## src/rtl/sha256d_nonce_scan.sv

```systemverilog
// Nonce-scan controller for a double SHA-256 core: serves the block header,
// steps the nonce, and compares each digest against a 256-bit target.
//
// Ports:
//   clk, rst_n           clock, synchronous active-low reset
//   wr_en/addr/data      host header writes (words 0..18, ignored while busy)
//   target               256-bit numeric difficulty target
//   nonce_start/end      inclusive scan range, captured on go
//   go, abort            start scan (IDLE only) / stop at next hash boundary
//   hash_start           one-cycle start strobe to the hasher
//   bus_rq/addr/data/rdy hasher word-request bus, combinational, zero wait
//   hash_in, hash_done   digest (big-endian bytes) and completion strobe
//   busy, found          scan in progress / winner seen this scan
//   exhausted            range finished without stopping on a win
//   found_nonce          last winning nonce
//   cur_nonce            nonce currently being hashed
module sha256d_nonce_scan #(
    parameter bit STOP_ON_FOUND = 1'b1
) (
    input  logic         clk,
    input  logic         rst_n,
    input  logic         wr_en,
    input  logic [4:0]   wr_addr,
    input  logic [31:0]  wr_data,
    input  logic [255:0] target,
    input  logic [31:0]  nonce_start,
    input  logic [31:0]  nonce_end,
    input  logic         go,
    input  logic         abort,
    output logic         hash_start,
    input  logic         bus_rq,
    input  logic [4:0]   bus_addr,
    output logic [31:0]  bus_data,
    output logic         bus_rdy,
    input  logic [255:0] hash_in,
    input  logic         hash_done,
    output logic         busy,
    output logic         found,
    output logic         exhausted,
    output logic [31:0]  found_nonce,
    output logic [31:0]  cur_nonce
);

    typedef enum logic [2:0] {
        S_IDLE,
        S_START,
        S_WAIT,
        S_CHECK,
        S_DONE
    } state_t;

    state_t         state_q, state_d;
    logic           busy_q, busy_d;
    logic           found_q, found_d;
    logic           exh_q, exh_d;
    logic           abort_q, abort_d;
    logic [31:0]    fnonce_q, fnonce_d;
    logic [31:0]    cur_q, cur_d;
    logic [31:0]    end_q, end_d;
    logic [255:0]   digest_q, digest_d;
    logic [31:0]    hdr_q [0:18];

    logic [255:0]   hash_num;
    logic           win;
    logic [31:0]    nonce_le;

    // Header storage has no reset; the host reloads it per job.
    always_ff @(posedge clk) begin
        if (wr_en && !busy_q && (wr_addr < 5'd19)) begin
            hdr_q[wr_addr] <= wr_data;
        end
    end

    // The header nonce field is little-endian.
    assign nonce_le = {cur_q[7:0], cur_q[15:8], cur_q[23:16], cur_q[31:24]};

    always_comb begin
        bus_data = '0;
        if (bus_rq) begin
            if (bus_addr < 5'd19) begin
                bus_data = hdr_q[bus_addr];
            end else if (bus_addr == 5'd19) begin
                bus_data = nonce_le;
            end
        end
    end

    assign bus_rdy = bus_rq;

    // Digest byte 31 becomes the numeric MSB (Bitcoin hash ordering).
    always_comb begin
        for (int i = 0; i < 32; i++) begin
            hash_num[8*i +: 8] = digest_q[8*(31-i) +: 8];
        end
    end

    assign win = (hash_num <= target);

    always_ff @(posedge clk) begin
        if (!rst_n) begin
            state_q  <= S_IDLE;
            busy_q   <= 1'b0;
            found_q  <= 1'b0;
            exh_q    <= 1'b0;
            abort_q  <= 1'b0;
            fnonce_q <= '0;
            cur_q    <= '0;
            end_q    <= '0;
            digest_q <= '0;
        end else begin
            state_q  <= state_d;
            busy_q   <= busy_d;
            found_q  <= found_d;
            exh_q    <= exh_d;
            abort_q  <= abort_d;
            fnonce_q <= fnonce_d;
            cur_q    <= cur_d;
            end_q    <= end_d;
            digest_q <= digest_d;
        end
    end

    always_comb begin
        state_d  = state_q;
        busy_d   = busy_q;
        found_d  = found_q;
        exh_d    = exh_q;
        fnonce_d = fnonce_q;
        cur_d    = cur_q;
        end_d    = end_q;
        digest_d = digest_q;
        // The hasher cannot be interrupted, so abort is only remembered
        // here and acted on at the next CHECK.
        abort_d  = abort_q | (busy_q & abort);

        unique case (state_q)
            S_IDLE: begin
                if (go) begin
                    cur_d   = nonce_start;
                    end_d   = nonce_end;
                    found_d = 1'b0;
                    exh_d   = 1'b0;
                    busy_d  = 1'b1;
                    abort_d = 1'b0;
                    state_d = S_START;
                end
            end
            S_START: begin
                state_d = S_WAIT;
            end
            S_WAIT: begin
                if (hash_done) begin
                    digest_d = hash_in;
                    state_d  = S_CHECK;
                end
            end
            S_CHECK: begin
                if (win) begin
                    found_d  = 1'b1;
                    fnonce_d = cur_q;
                end
                if (win && STOP_ON_FOUND) begin
                    state_d = S_DONE;
                end else if (abort_q) begin
                    state_d = S_DONE;
                end else if (cur_q == end_q) begin
                    exh_d   = 1'b1;
                    state_d = S_DONE;
                end else begin
                    cur_d   = cur_q + 32'd1;
                    state_d = S_START;
                end
            end
            S_DONE: begin
                busy_d  = 1'b0;
                abort_d = 1'b0;
                state_d = S_IDLE;
            end
            default: begin
                state_d = S_IDLE;
            end
        endcase
    end

    assign hash_start  = (state_q == S_START);
    assign busy        = busy_q;
    assign found       = found_q;
    assign exhausted   = exh_q;
    assign found_nonce = fnonce_q;
    assign cur_nonce   = cur_q;

endmodule
```

## config.mk

```make
export PLATFORM = sky130hd
export DESIGN_NAME = sha256d_nonce_scan
export DESIGN_NICKNAME = d
export VERILOG_FILES = /design/src/rtl/sha256d_nonce_scan.sv
export SDC_FILE = /design/constraint.sdc
export NUM_CORES = 2
export LEC_CHECK = 0
export BUFFER_PORTS_ARGS = -buffer_cell sky130_fd_sc_hd__buf_2
export CORE_ASPECT_RATIO = 1.4
export CORE_MARGIN = 3
export CORE_UTILIZATION = 30
export CTS_CLUSTER_DIAMETER = 150
export DETAILED_ROUTE_END_ITERATION = 8
export PLACE_DENSITY = 0.54
export SLEW_MARGIN = 20
export SYNTH_ARGS = -nofsm -noshare
export SYNTH_HDL_FRONTEND = slang
export SYNTH_SLANG_ARGS = --single-unit
```

## constraint.sdc

```tcl
create_clock -name clk -period 5.3 [get_ports clk]
set_clock_uncertainty 0.2 [all_clocks]
set_input_delay 0.795 -clock clk [delete_from_list [all_inputs] [get_ports clk]]
set_output_delay 0.795 -clock clk [all_outputs]
set_load 0.005 [all_outputs]
```

==> impl_metrics.csv <==
group,metric,value,unit
floorplan,fp-row-count,165,
finish,fillCellCount,14385,
clock_tree,cts.sinks,967,
finish,drive_above_1_share,25.4,%
clock_tree,numCtsBuffers,99,
power,leakage,0.0212,uW
finish,multi_input_area,16700,um2
yosys,synthCells,3774,
critical_path,worstPathRequired,5.65,ns
floorplan,fp.coreArea,145000,um2
route,vias_per_cell,5.14,
placement,portBuffers,725,
yosys,synthTopCellsByArea,"edfxtp_1 (42%), dfxtp_1 (16%), mux4_2 (8.2%)",
yosys,ys_async_sr_fraction,0,%
route,drt_iter0_markers,2876,
timing,rsz0062_at_grt,"no",
timing,period_minus_slack,4.61,ns
yosys,synth_fp_nets,4656,
yosys,yosys_warnings,0,
critical_path,startpoint,"digest_q[70]$_SDFFE_PN0P_",
clock_tree,clk_pin_slew,0.06,ns
floorplan,start_util,30.3,%
yosys,synth_edf_count,608,
critical_path,r2r_setup_slack,0.69,ns
floorplan,ios,726,
floorplan,dieArea,151000,um2
critical_path,reg2regPathDepth,11,
route,vias,33817,
yosys,yosys.area.top_type,"edfxtp_1",
timing,worst_pin_slew,1.21,ns
yosys,ys_ff_latch,967,
critical_path,cpPeakStageDelay,0.61,ns
critical_path,cp_cell_sequence,"ha_1, nand4_1, nor4_1, nand2_1, or4_1, or4_4, nor4_2, or3_1, nor2_2, nor2_1, o32ai_1",
timing,drv_slew,0,
global_route,antenna_found_initial,156,
hold_path,min_path_cells,3,
outcome,status,"completed",
placement,gp_congestion,0.961,
critical_path,crit_path_start_kind,"register",
clock_tree,postCtsHoldBufs,0,
hold_path,hp-start,"hash_in[192]",
route,drt_first_pass_iters,7,
critical_path,rr_startpoint,"digest_q[70]$_SDFFE_PN0P_",
finish,layout.area.seq,25400,um2
clock_tree,cts_max_path_buffers,3,
power,ir_worst_vdd,0.000273,V
yosys,synth.distinct_cells,69,
timing,fmax,217,MHz
critical_path,reg2reg_to,"cur_nonce[3]$_SDFFE_PN0P_",
clock_tree,clock-root-buffer,"clkbuf_16",
hold_path,worst_hold_path_type,"in -> reg",
finish,nNetsFinal,5374,
critical_path,critPathMaxFanout,8,
hold_path,whs_endpoint,"digest_q[192]$_SDFFE_PN0P_",
global_route,first_global_vias,32995,
critical_path,cpMaxStageDelayCell,"or4_4",
yosys,synth_common_cells,"nand2_1 (809), edfxtp_1 (608), a21oi_1 (414), dfxtp_1 (359), inv_1 (266)",
clock_tree,post_cts_buffers,0,
clock_tree,ctsResizeCount,0,
route,final_antenna_net_count,0,
placement,dpl.cell_count,6311,
global_route,grt_max_degree,211,
yosys,synth.avg_cell_area,11.6,um2
global_route,grt-ovfl-total,0,
yosys,syn_area,43900,um2
timing,max_slew_margin,19.2,%
timing,setup_tns,0,ns
route,wl_per_cell,27.5,um
placement,place_hpwl,134000,um
yosys,netlist.area_leader.share,41.6,%
yosys,synth_ff_type,"edfxtp_1",
global_route,grt_usage,23.3,%
floorplan,fp.dieH,458,um
clock_tree,h-tree-depth,3,
timing,final_hold_viol_count,0,
timing,post-route-period-util,87.1,%
route,drcViolationCount,0,
finish,stdcell_count,6579,
job,maxCapViolCount,0,
route,routed_wl,181000,um
floorplan,chipWidth,329,um
global_route,grt_pass1_wl,248000,um
critical_path,arrival,4.96,ns
power,p_per_area,319,nW/um2
timing,setup_viol,0,
critical_path,worstSetupPathType,"reg -> reg",
yosys,ys_seq_area_share,58.0,%
finish,area_delta_synth_final,22.3,%
clock_tree,cts_tree,"yes",
yosys,post-synth-top-count-cell,"nand2_1",
critical_path,worstSetupEndpointType,"register",
clock_tree,clock_latency,0.73,ns
through the flow:
step / area, um2 / hold slack [ns] / setup slack (ns) / total power (uW) / util [%]
3_5_place_dp: 50200 / 0.250 / 0.191 / 10200 / 34.6
2_1_floorplan: 43900 / 0.236 / 0.975 / 9290 / -
4_1_cts: 53400 / 0.0537 / 0.765 / 17300 / 36.9
6_report: 53600 / 0.108 / 0.686 / 17100 / 37.0
5_1_grt: 53500 / 0.101 / 0.479 / 17700 / 36.9
3_3_place_gp: 50200 / 0.242 / 0.362 / 10200 / 34.6
sequential cells by signal, summed over array words and instances, names as in the netlist:
| name | cells |
|---|---|
| exhausted | 1 |
| found | 1 |
| end_q | 32 |
| busy | 1 |
| digest_q | 256 |
| cur_nonce | 32 |
| found_nonce | 32 |
| abort_q | 1 |
| hdr_q | 608 |
| state_q | 3 |
kinds of logic (layout without fill, tap and decap cells):
kind of cell,count (synthesis),count (layout),synth area share [%]
flops,967,967,58.0
simple gates,1138,1138,11.2
other cells,0,89,0
fa+ha+maj,257,257,7.33
buf+inv,470,1266,4.07
compound gates,652,652,8.33
mux,257,257,10.4
xor+xnor,33,33,0.659
how the worst max path moves through the flow:
stage | endpoint | cells after the start | slack, ns
6_report | cur_nonce[3]$_SDFFE_PN0P_ | 11 | 0.69
5_1_grt | cur_nonce[13]$_SDFFE_PN0P_ | 11 | 0.48
4_1_cts | cur_nonce[3]$_SDFFE_PN0P_ | 11 | 0.77
3_5_place_dp | cur_nonce[3]$_SDFFE_PN0P_ | 13 | 0.19
3_3_place_gp | cur_nonce[17]$_SDFFE_PN0P_ | 13 | 0.36
2_1_floorplan | bus_data[10] | 8 | 0.97
cell usage in the layout (no fill, tap or decap), types with 31 or more instances in the layout:
master and count:
mux2i_1 97, mux4_2 160, diode_2 89, xor2_1 32
buf_4 76, a21oi_1 414, nor2_1 53, and2_1 35
nand4_1 61, inv_1 265, nand2_1 809, nand3_1 44
ha_1 257, clkbuf_16 99, nor4_1 31, edfxtp_1 608
o21ai_0 107, buf_2 722, dfxtp_1 359
final cells by class:
| class | count | area share, % |
|---|---|---|
| multi-input combinational | 2337 | 31.2 |
| sequential | 967 | 47.4 |
| antenna | 89 | 0.415 |
| timing repair buffer | 821 | 8.63 |
| inverter | 266 | 1.88 |
| tap | 1920 | 4.48 |
| clock buffer | 132 | 5.00 |
| clock inverter | 47 | 0.982 |
metal layers:
layer  global-route usage, %  share of wire (%)  vias to the layer above
li1                        -                  -                    15135
met3                    7.27                9.3                      445
met4                    15.5                7.3                       46
met1                    27.0                 37                    16693
met5                       0               0.17                        -
met2                    37.1                 46                     1498
critical path, delay by kind of cell, from the launching register on:
family	cells	cell delay (ns)
fa+ha+maj	1	0.36
flops	1	0.39
simple gates	9	3.35
compound gates	1	0.15
report_power, final:
part           internal (uW)  switching, uW
combinational            685           1070
sequential              8150            174
clock                   3920           3130
total                  12800           4370
No activity file was read; power rests on OpenSTA's default activity.
